==> src/rtl/wb_rr_arbiter.sv <==
// -----------------------------------------------------------------------------
// wb_rr_arbiter
//
// Writeback arbiter. Each writeback group independently selects one of its
// completing units per cycle using a round-robin pointer. It acks the selected
// unit in the same cycle and forwards that unit's id/data as the group's
// writeback packet. The packet is either combinational (REG_OUT=0) or
// registered (REG_OUT=1). A per-group snoop shift pipeline delays the
// writeback packet by SNOOP_DEPTH cycles for store forwarding in the LSU.
//
// Ports
//   clk          clock
//   rst          synchronous active-high reset
//   unit_done    [NUM_GROUPS*U]         unit has a result ready, bit g*U+u
//   unit_id      [NUM_GROUPS*U*ID_W]    result id per unit, same indexing
//   unit_data    [NUM_GROUPS*U*DATA_W]  result data per unit
//   unit_ack     [NUM_GROUPS*U]         one-hot per group, unit accepted this cycle
//   wb_valid     [NUM_GROUPS]           writeback packet valid per group
//   wb_id        [NUM_GROUPS*ID_W]      packet id (don't-care when not valid)
//   wb_data      [NUM_GROUPS*DATA_W]    packet data (don't-care when not valid)
//   snoop_valid  [NUM_GROUPS]           wb_valid delayed SNOOP_DEPTH cycles
//   snoop_id     [NUM_GROUPS*ID_W]      wb_id delayed SNOOP_DEPTH cycles
//   snoop_data   [NUM_GROUPS*DATA_W]    wb_data delayed SNOOP_DEPTH cycles
// -----------------------------------------------------------------------------
module wb_rr_arbiter #(
    parameter int NUM_GROUPS      = 3,
    parameter int UNITS_PER_GROUP = 4,
    parameter int ID_W            = 3,
    parameter int DATA_W          = 32,
    parameter int REG_OUT         = 0,
    parameter int SNOOP_DEPTH     = 1
) (
    input  logic                                         clk,
    input  logic                                         rst,
    input  logic [NUM_GROUPS*UNITS_PER_GROUP-1:0]        unit_done,
    input  logic [NUM_GROUPS*UNITS_PER_GROUP*ID_W-1:0]   unit_id,
    input  logic [NUM_GROUPS*UNITS_PER_GROUP*DATA_W-1:0] unit_data,
    output logic [NUM_GROUPS*UNITS_PER_GROUP-1:0]        unit_ack,
    output logic [NUM_GROUPS-1:0]                        wb_valid,
    output logic [NUM_GROUPS*ID_W-1:0]                   wb_id,
    output logic [NUM_GROUPS*DATA_W-1:0]                 wb_data,
    output logic [NUM_GROUPS-1:0]                        snoop_valid,
    output logic [NUM_GROUPS*ID_W-1:0]                   snoop_id,
    output logic [NUM_GROUPS*DATA_W-1:0]                 snoop_data
);

    localparam int U     = UNITS_PER_GROUP;
    localparam int PTR_W = (U > 1) ? $clog2(U) : 1;

    genvar gi;
    generate
        for (gi = 0; gi < NUM_GROUPS; gi++) begin : g_grp
            logic [U-1:0]        done_g;
            logic [PTR_W-1:0]    rr_ptr_reg;
            logic [PTR_W-1:0]    rr_ptr_next;
            logic [PTR_W-1:0]    grant_idx;
            logic                grant_any;
            logic [U-1:0]        grant;
            logic [ID_W-1:0]     sel_id;
            logic [DATA_W-1:0]   sel_data;
            logic                wb_valid_g;
            logic [ID_W-1:0]     wb_id_g;
            logic [DATA_W-1:0]   wb_data_g;
            logic [SNOOP_DEPTH-1:0] sn_valid_reg;
            logic [ID_W-1:0]     sn_id_reg   [SNOOP_DEPTH];
            logic [DATA_W-1:0]   sn_data_reg [SNOOP_DEPTH];

            assign done_g = unit_done[gi*U +: U];

            // Round-robin pick. Scanning from the top down and overwriting
            // leaves idx_lo at the lowest requester overall and idx_hi at the
            // lowest requester at or above the pointer. When nothing is at or
            // above the pointer, the lowest overall is necessarily below it,
            // which is the wrap-around choice.
            always_comb begin : grant_sel
                logic             found_hi;
                logic [PTR_W-1:0] idx_hi;
                logic [PTR_W-1:0] idx_lo;
                found_hi = 1'b0;
                idx_hi   = '0;
                idx_lo   = '0;
                for (int u = U - 1; u >= 0; u--) begin
                    if (done_g[u]) begin
                        idx_lo = PTR_W'(u);
                        if (u >= int'(rr_ptr_reg)) begin
                            idx_hi   = PTR_W'(u);
                            found_hi = 1'b1;
                        end
                    end
                end
                grant_idx = found_hi ? idx_hi : idx_lo;
                // No grants while in reset. Units keep their results and
                // re-present them once reset is released.
                grant_any = (|done_g) && !rst;
                grant     = '0;
                if (grant_any) begin
                    grant[grant_idx] = 1'b1;
                end
            end

            // The pointer moves past the winner. The wrap is explicit so that
            // non-power-of-two unit counts never reach the value U.
            always_comb begin
                rr_ptr_next = rr_ptr_reg;
                if (grant_any) begin
                    if (int'(grant_idx) == U - 1) begin
                        rr_ptr_next = '0;
                    end else begin
                        rr_ptr_next = grant_idx + 1'b1;
                    end
                end
            end

            always_ff @(posedge clk) begin
                if (rst) begin
                    rr_ptr_reg <= '0;
                end else begin
                    rr_ptr_reg <= rr_ptr_next;
                end
            end

            assign unit_ack[gi*U +: U] = grant;

            // Payload mux driven by the one-hot grant.
            always_comb begin
                sel_id   = '0;
                sel_data = '0;
                for (int u = 0; u < U; u++) begin
                    if (grant[u]) begin
                        sel_id   = unit_id[(gi*U + u)*ID_W +: ID_W];
                        sel_data = unit_data[(gi*U + u)*DATA_W +: DATA_W];
                    end
                end
            end

            if (REG_OUT != 0) begin : g_reg_out
                logic              wb_valid_reg;
                logic [ID_W-1:0]   wb_id_reg;
                logic [DATA_W-1:0] wb_data_reg;

                always_ff @(posedge clk) begin
                    if (rst) begin
                        wb_valid_reg <= 1'b0;
                    end else begin
                        wb_valid_reg <= grant_any;
                    end
                end

                // Payload is qualified by wb_valid, so it needs no reset.
                always_ff @(posedge clk) begin
                    wb_id_reg   <= sel_id;
                    wb_data_reg <= sel_data;
                end

                assign wb_valid_g = wb_valid_reg;
                assign wb_id_g    = wb_id_reg;
                assign wb_data_g  = wb_data_reg;
            end else begin : g_comb_out
                assign wb_valid_g = grant_any;
                assign wb_id_g    = sel_id;
                assign wb_data_g  = sel_data;
            end

            // Snoop pipeline: stage 0 samples the writeback packet every cycle.
            // The last stage is the snoop output.
            always_ff @(posedge clk) begin
                if (rst) begin
                    sn_valid_reg <= '0;
                end else begin
                    sn_valid_reg[0] <= wb_valid_g;
                    for (int s = 1; s < SNOOP_DEPTH; s++) begin
                        sn_valid_reg[s] <= sn_valid_reg[s-1];
                    end
                end
            end

            always_ff @(posedge clk) begin
                sn_id_reg[0]   <= wb_id_g;
                sn_data_reg[0] <= wb_data_g;
                for (int s = 1; s < SNOOP_DEPTH; s++) begin
                    sn_id_reg[s]   <= sn_id_reg[s-1];
                    sn_data_reg[s] <= sn_data_reg[s-1];
                end
            end

            assign wb_valid[gi]                    = wb_valid_g;
            assign wb_id[gi*ID_W +: ID_W]          = wb_id_g;
            assign wb_data[gi*DATA_W +: DATA_W]    = wb_data_g;
            assign snoop_valid[gi]                 = sn_valid_reg[SNOOP_DEPTH-1];
            assign snoop_id[gi*ID_W +: ID_W]       = sn_id_reg[SNOOP_DEPTH-1];
            assign snoop_data[gi*DATA_W +: DATA_W] = sn_data_reg[SNOOP_DEPTH-1];
        end
    endgenerate

endmodule

==> config.mk <==
export PLATFORM = sky130hd
export DESIGN_NAME = wb_rr_arbiter
export DESIGN_NICKNAME = d
export VERILOG_FILES = /design/src/rtl/wb_rr_arbiter.sv
export SDC_FILE = /design/constraint.sdc
export NUM_CORES = 1
export LEC_CHECK = 0
export BUFFER_PORTS_ARGS = -buffer_cell sky130_fd_sc_hd__buf_4
export CORE_AREA = 10 10 252 254
export DETAILED_ROUTE_END_ITERATION = 12
export DIE_AREA = 0 0 262 264
export GPL_ROUTABILITY_DRIVEN = 0
export SETUP_SLACK_MARGIN = 0.3
export SLEW_MARGIN = 20
export SYNTH_ARGS = -nofsm -noshare
export SYNTH_HDL_FRONTEND = slang
export SYNTH_SLANG_ARGS = --single-unit
==> constraint.sdc <==
create_clock -name clk -period 5.2 [get_ports clk]
set_input_delay 0.52 -clock clk [delete_from_list [all_inputs] [get_ports clk]]
set_output_delay 0.52 -clock clk [all_outputs]
set_load 0.02 [all_outputs]
==> out/qor.yml, run 1 <==
setup_path:
  r2r_slack_ns: 2.27
  cp.depth: 10
  critPathBufInv: 3
  max_stage_delay_ns: 0.66
  path_cells: "nand2b_1, a21o_1, and3_1, ha_1, buf_4, nor2b_2, buf_4, a221o_1, a32o_1, buf_4"
  cp-start-kind: "flop"
  worstReg2RegStart: "g_grp[0].rr_ptr_reg[1]"
  path_common_cell: "buf_4"
  r2r_cells: 9
  arrival_ns: 3.49
  cp_slowest_cell: "nor2b_2"
  critical_path_class: "reg2out"
  path_delay_family: "simple AND/OR/NAND/NOR gates"
  reg2reg_to: "g_grp[0].sn_data_reg[0][16]"
  cp_data_required_time_ns: 4.68
  setup.worst_path.start: "g_grp[0].rr_ptr_reg[1]"
  worstSetupEndpoint: "wb_data[16]"
  crit_fanout: 38
  end_kind: "output port"
timing:
  whs_ns: 0.293
  setup_viol: 0
  rsz0062_at_grt: "false"
  hold_viol_final: 0
  final.setup.tns_ns: 0
  slew_viol_final: 0
  max_slew_margin_pct: 26.9
  min_period_ns: 4.01
  fmax_mhz: 249
  skew_ns: 0.0202
  period_share_pct: 77.1
  worst_pin_slew_ns: 1.10
route:
  final_antenna_net_count: 0
  drt-wirelength-per-cell_um: 20.1
  drtIter0Drc: 804
  wl_um: 43100
  routed_via_density: 4.11
  drc_errors: 0
  route.vias.total: 8818
  dr.pass1.iters: 5
floorplanning:
  start_util_pct: 11.1
  die_h_um: 264
  coreArea_um2: 58500
  die_w_um: 262
  io_pins: 662
  die-area_um2: 69200
  fp-row-count: 89
outcome:
  status: "finished, final reports clean"
cells_and_area:
  drive_gt1_share_pct: 53.2
  n_antenna_cell: 0
  mostFrequentLayoutCells: "buf_4, dfxtp_1, nand2b_1"
  largest_reg_flops: 96
  final_cell_count_no_fill: 2144
  final_common_cell: "buf_4"
  syn2layout_area_growth_pct: 95.6
  final_util_pct: 21.7
  final_nets: 1805
  fillCellCount: 6450
power:
  p_leak_nw: 5.68
  total_power_w: 0.00458
  power_switching_w: 0.00183
  switching_share_pct: 40.0
  pwr-share-comb_pct: 49.6
  p_per_area_nw_per_um2: 360
  pwr-share-clk_pct: 26.2
  intPower_w: 0.00275
  pwr-share-seq_pct: 24.2
  ir_worst_vdd_v: 0.000248
yosys:
  ys.flop_type: "dfxtp_1"
  yosys-top-cells-area: "dfxtp_1, a32o_1, nand2b_1, a21oi_1, o21ai_0"
  syn_inst: 741
  synth_edf_count: 0
  synthesis.area_um2: 6490
  syn_area_per_cell_um2: 8.76
  ys_seq_area_share_pct: 35.1
  synth-seq-cells: 114
  async_flop_share_pct: 0
  ys_types: 32
  synth_top_cell_by_area: "dfxtp_1"
  yosysWarnings: 0
  netlist.area_leader.share_pct: 35.1
  syn_nets: 1187
grt:
  grt_pass1_vias: 9390
  antenna_found_initial: 4
  track_usage_pct: 11.6
  overflow: 0
  grt_max_degree: 58
  grt_pass1_wl_um: 59800
clocking:
  clockBufferDepth: 2
  path_clk_slew_ns: 0.06
  cts_tree: "done"
  clockRootBuffer: "clkbuf_16"
  htreeDepth: 4
  cts_sinks: 114
  hold_buffers: 0
  cts_buffers: 17
  cts_resized: 0
  clock_latency_ns: 0.47
  post-cts-setup-buffers: 0
flow_run:
  maxCapViolations: 0
placement:
  hpwlAfterDp_um: 35800
  portBuffers: 661
  dp_cells: 2113
min_path:
  worstHoldPathType: "in2reg"
  min_from: "unit_data[363]"
power groups by stage:
stage | sequential, W | clock (W) | combinational [W]
floorplan | 0.00132 | 0 | 0.000987
global placement | 0.00112 | 0 | 0.00226
detailed placement | 0.00112 | 0 | 0.00228
CTS | 0.00111 | 0.00127 | 0.00229
global route | 0.00112 | 0.00129 | 0.00242
finish | 0.00111 | 0.00120 | 0.00227
worst min-delay path by stage:
| stage | slack (ns) | end | cells past startpoint |
|---|---|---|---|
| after floorplan | 0.54 | g_grp[1].rr_ptr_reg[0] | 3 |
| after global placement | 0.57 | g_grp[1].rr_ptr_reg[0] | 3 |
| after detailed placement | 0.57 | g_grp[0].rr_ptr_reg[0] | 3 |
| after CTS | 0.23 | g_grp[2].sn_data_reg[0][26] | 2 |
| after global routing | 0.26 | g_grp[0].sn_data_reg[0][25] | 2 |
| final | 0.29 | g_grp[2].sn_data_reg[0][11] | 2 |
worst reg2reg max path: stages (launching register included):
cell     delay (ns)
dfxtp_1        0.43
mux2_2         0.36
nand2_1        0.11
and3_1         0.19
ha_1           0.16
buf_4          0.39
nor2b_2        0.27
buf_4          0.28
a221o_1        0.31
a32o_1         0.30
cell type report:
class | instances | area [um^2] | area share, %
multi-input cells | 542 | 3770 | 29.7
repair buffers | 681 | 5110 | 40.2
flip-flops and latches | 114 | 2280 | 18.0
clock buffers | 21 | 450 | 3.55
inverters | 3 | 11.3 | 0.0886
clock inverters | 10 | 110 | 0.867
well taps | 773 | 967 | 7.61
Yosys cell counts, types with 4 or more instances:
master / n
ha_1: 12
buf_4: 6
a21o_1: 4
a21oi_1: 77
nand2_1: 74
dfxtp_1: 114
clkbuf_1: 54
nor2_1: 9
nand2b_1: 108
clkbuf_8: 6
a221o_1: 34
buf_6: 12
and2_1: 9
o21ai_0: 71
a32o_1: 105
through the flow:
stage | setup slack, ns | cell area, um^2
global placement | 1.51 | 12100
finish | 1.19 | 12700
floorplan | 2.47 | 6490
CTS | 1.15 | 12700
detailed placement | 1.51 | 12100
global route | 0.947 | 12700
kinds of logic (layout without fill, tap and decap cells):
kind of cell / Yosys count / count (layout) / synth area share [%]
compound gates: 305 / 305 / 34.9
fa+ha+maj: 12 / 12 / 2.31
buf+inv: 85 / 715 / 7.61
flops: 114 / 114 / 35.1
mux: 6 / 6 / 0.983
simple gates: 219 / 219 / 19.1
layer usage:
layer	vias to the layer above	share of wire [%]	wire [um]	GRT usage, %
met5	-	0.13	55	0
met4	8	4.2	1790	6.55
met1	4127	34	14800	11.1
met2	579	49	20900	19.8
met3	77	13	5540	5.92
li1	4027	-	-	-
(Power assumes the default switching activity.)
==> run 2, diff against run 1 <==
CORE_AREA = 10 10 247 249   (was 10 10 252 254)
DIE_AREA = 0 0 257 259   (was 0 0 262 264)
clock period = 3.93 ns   (was 5.2 ns; I/O delays follow)
==> run 2 against run 1 <==
Net effect: non-clock buffer count down 3; cell count down 0.79%; worst setup slack worse by 0.64 ns; design area up 0.44%; critical path depth down 1; critical path type unchanged; critical endpoint is now wb_data[65]; largest cell class unchanged.
==> out/qor.yml, run 2 (synthesis gave the netlist of run 1 again) <==
cells_and_area:
  final_util_pct: 22.8  # was 21.7%
  final_cell_count_no_fill: 2127  # was 2144
  drive_gt1_share_pct: 53.3  # was 53.2%
  largest_reg_flops: 96  # unchanged
  final_nets: 1802  # was 1805
  syn2layout_area_growth_pct: 96.5  # was 95.6%
  mostFrequentLayoutCells: "buf_4, dfxtp_1, nand2b_1"  # unchanged
  final_common_cell: "buf_4"  # unchanged
clocking:
  htreeDepth: 4  # unchanged
  cts_sinks: 114  # unchanged
  path_clk_slew_ns: 0.07  # was 0.06 ns
  clockRootBuffer: "clkbuf_16"  # unchanged
  clock_latency_ns: 0.46  # was 0.47 ns
  cts_buffers: 17  # unchanged
  cts_tree: "done"  # unchanged
  clockBufferDepth: 2  # unchanged
setup_path:
  worstReg2RegStart: "g_grp[0].rr_ptr_reg[1]"  # unchanged
  critical_path_class: "reg2out"  # unchanged
  end_kind: "output port"  # unchanged
  arrival_ns: 2.98  # was 3.49 ns
  r2r_cells: 8  # was 9
  cp_data_required_time_ns: 3.54  # was 4.68 ns
  cp-start-kind: "flop"  # unchanged
  setup.worst_path.start: "g_grp[2].rr_ptr_reg[1]"  # was g_grp[0].rr_ptr_reg[1]
  r2r_slack_ns: 1.49  # was 2.27 ns
  crit_fanout: 36  # was 38
  reg2reg_to: "g_grp[0].sn_data_reg[0][15]"  # was g_grp[0].sn_data_reg[0][16]
  worstSetupEndpoint: "wb_data[65]"  # was wb_data[16]
timing:
  min_period_ns: 3.38
  max_slew_margin_pct: 58.9  # was 26.9%
  period_share_pct: 85.9
  hold_viol_final: 0  # unchanged
  final.setup.tns_ns: 0  # unchanged
  slew_viol_final: 0  # unchanged
  worst_pin_slew_ns: 0.611  # was 1.10 ns
  fmax_mhz: 296
  skew_ns: 0.00735  # was 0.0202 ns
  rsz0062_at_grt: "false"  # unchanged
  setup_viol: 0  # unchanged
  whs_ns: 0.164  # was 0.293 ns
floorplanning:
  die_h_um: 259  # was 264 um
  die-area_um2: 66600  # was 69200 um^2
  coreArea_um2: 56000  # was 58500 um^2
  start_util_pct: 11.6  # was 11.1%
  fp-row-count: 87  # was 89
  die_w_um: 257  # was 262 um
  io_pins: 662  # unchanged
min_path:
  worstHoldPathType: "in2reg"  # unchanged
route:
  drt-wirelength-per-cell_um: 20.2  # was 20.1 um
  drtIter0Drc: 540  # was 804
  final_antenna_net_count: 0  # unchanged
  wl_um: 43000  # was 43100 um
  route.vias.total: 8748  # was 8818
  dr.pass1.iters: 4  # was 5
  routed_via_density: 4.11  # about the same
  drc_errors: 0  # unchanged
power:
  p_per_area_nw_per_um2: 480  # was 360 nW/um^2
  p_leak_nw: 5.69  # was 5.68 nW
  total_power_w: 0.00613  # was 0.00458 W
  ir_worst_vdd_v: 0.000308  # was 0.000248 V
grt:
  overflow: 0  # unchanged
  grt_pass1_wl_um: 60700  # was 59800 um
  grt_max_degree: 72  # was 58
  track_usage_pct: 12.1  # was 11.6%
  grt_pass1_vias: 9232  # was 9390
  antenna_found_initial: 2  # was 4
outcome:
  status: "finished, final reports clean"  # unchanged
placement:
  portBuffers: 661  # unchanged
  hpwlAfterDp_um: 36000  # was 35800 um
  dp_cells: 2093  # was 2113
flow_run:
  maxCapViolations: 0  # unchanged
[run 2: cell type report]
class,count,area [um^2]
fill,6203,43200
timing repair buffer,678,5130
multi-input combinational,542,3790
sequential,114,2280
tap,756,946
clock buffer,17,425
clock inverter,15,173
inverter,3,11.3
antenna,2,5.00
[run 2: timing repair]
| action | 4_1_cts | 5_1_grt |
|---|---|---|
| setup buffers | 0 | 0 |
| endpoints found under the setup margin | 0 | 8 |
| gates resized for setup | 0 | 2 |
| hold buffers | 0 | 0 |
[run 2: layer usage]
| layer | up-vias | routed length, um | GRT usage (%) |
|---|---|---|---|
| li1 | 4028 | - | - |
| met5 | - | 0 | 0 |
| met2 | 541 | 21300 | 20.7 |
| met4 | 0 | 1090 | 5.18 |
| met1 | 4131 | 16400 | 12.9 |
| met3 | 48 | 4170 | 5.17 |
[run 2: report_power, final]
| part | internal, W | switching (W) | leakage, nW | total (W) |
|---|---|---|---|---|
| logic | 0.00132 | 0.00170 | 4.46 | 0.00302 |
| registers | 0.00139 | 0.0000842 | 0.944 | 0.00147 |
| clock network | 0.000950 | 0.000691 | 0.289 | 0.00164 |
[run 2: critical path, cell delays in order, from the launching register on]
cell and delay (ns):
dfxtp_1 0.44, a21oi_1 0.10, o21a_1 0.20, o22ai_1 0.32, ha_1 0.21, buf_4 0.38, nand2_1 0.21, o21ai_0 0.20
a32o_1 0.28, buf_4 0.18
[run 2: stage by stage]
stage / instance area, um^2 / worst slack [ns]
5_1_grt: 12800 / 0.313
2_1_floorplan: 6490 / 1.36
4_1_cts: 12700 / 0.379
6_report: 12800 / 0.554
3_5_place_dp: 12100 / 0.883
3_3_place_gp: 12100 / 0.898
[run 2: worst min-delay path by stage]
stage                                 from                         end  slack [ns]  cells after the start
detailed placement  g_grp[1].rr_ptr_reg[0]      g_grp[1].rr_ptr_reg[0]        0.59                      3
global route                    unit_id[9]    g_grp[0].sn_id_reg[0][0]        0.13                      2
floorplan                     unit_done[7]       g_grp[1].sn_valid_reg        0.53                      2
finish                      unit_data[104]  g_grp[0].sn_data_reg[0][8]        0.16                      2
CTS                         unit_data[104]  g_grp[0].sn_data_reg[0][8]        0.11                      2
global placement    g_grp[0].rr_ptr_reg[0]      g_grp[0].rr_ptr_reg[0]        0.57                      3
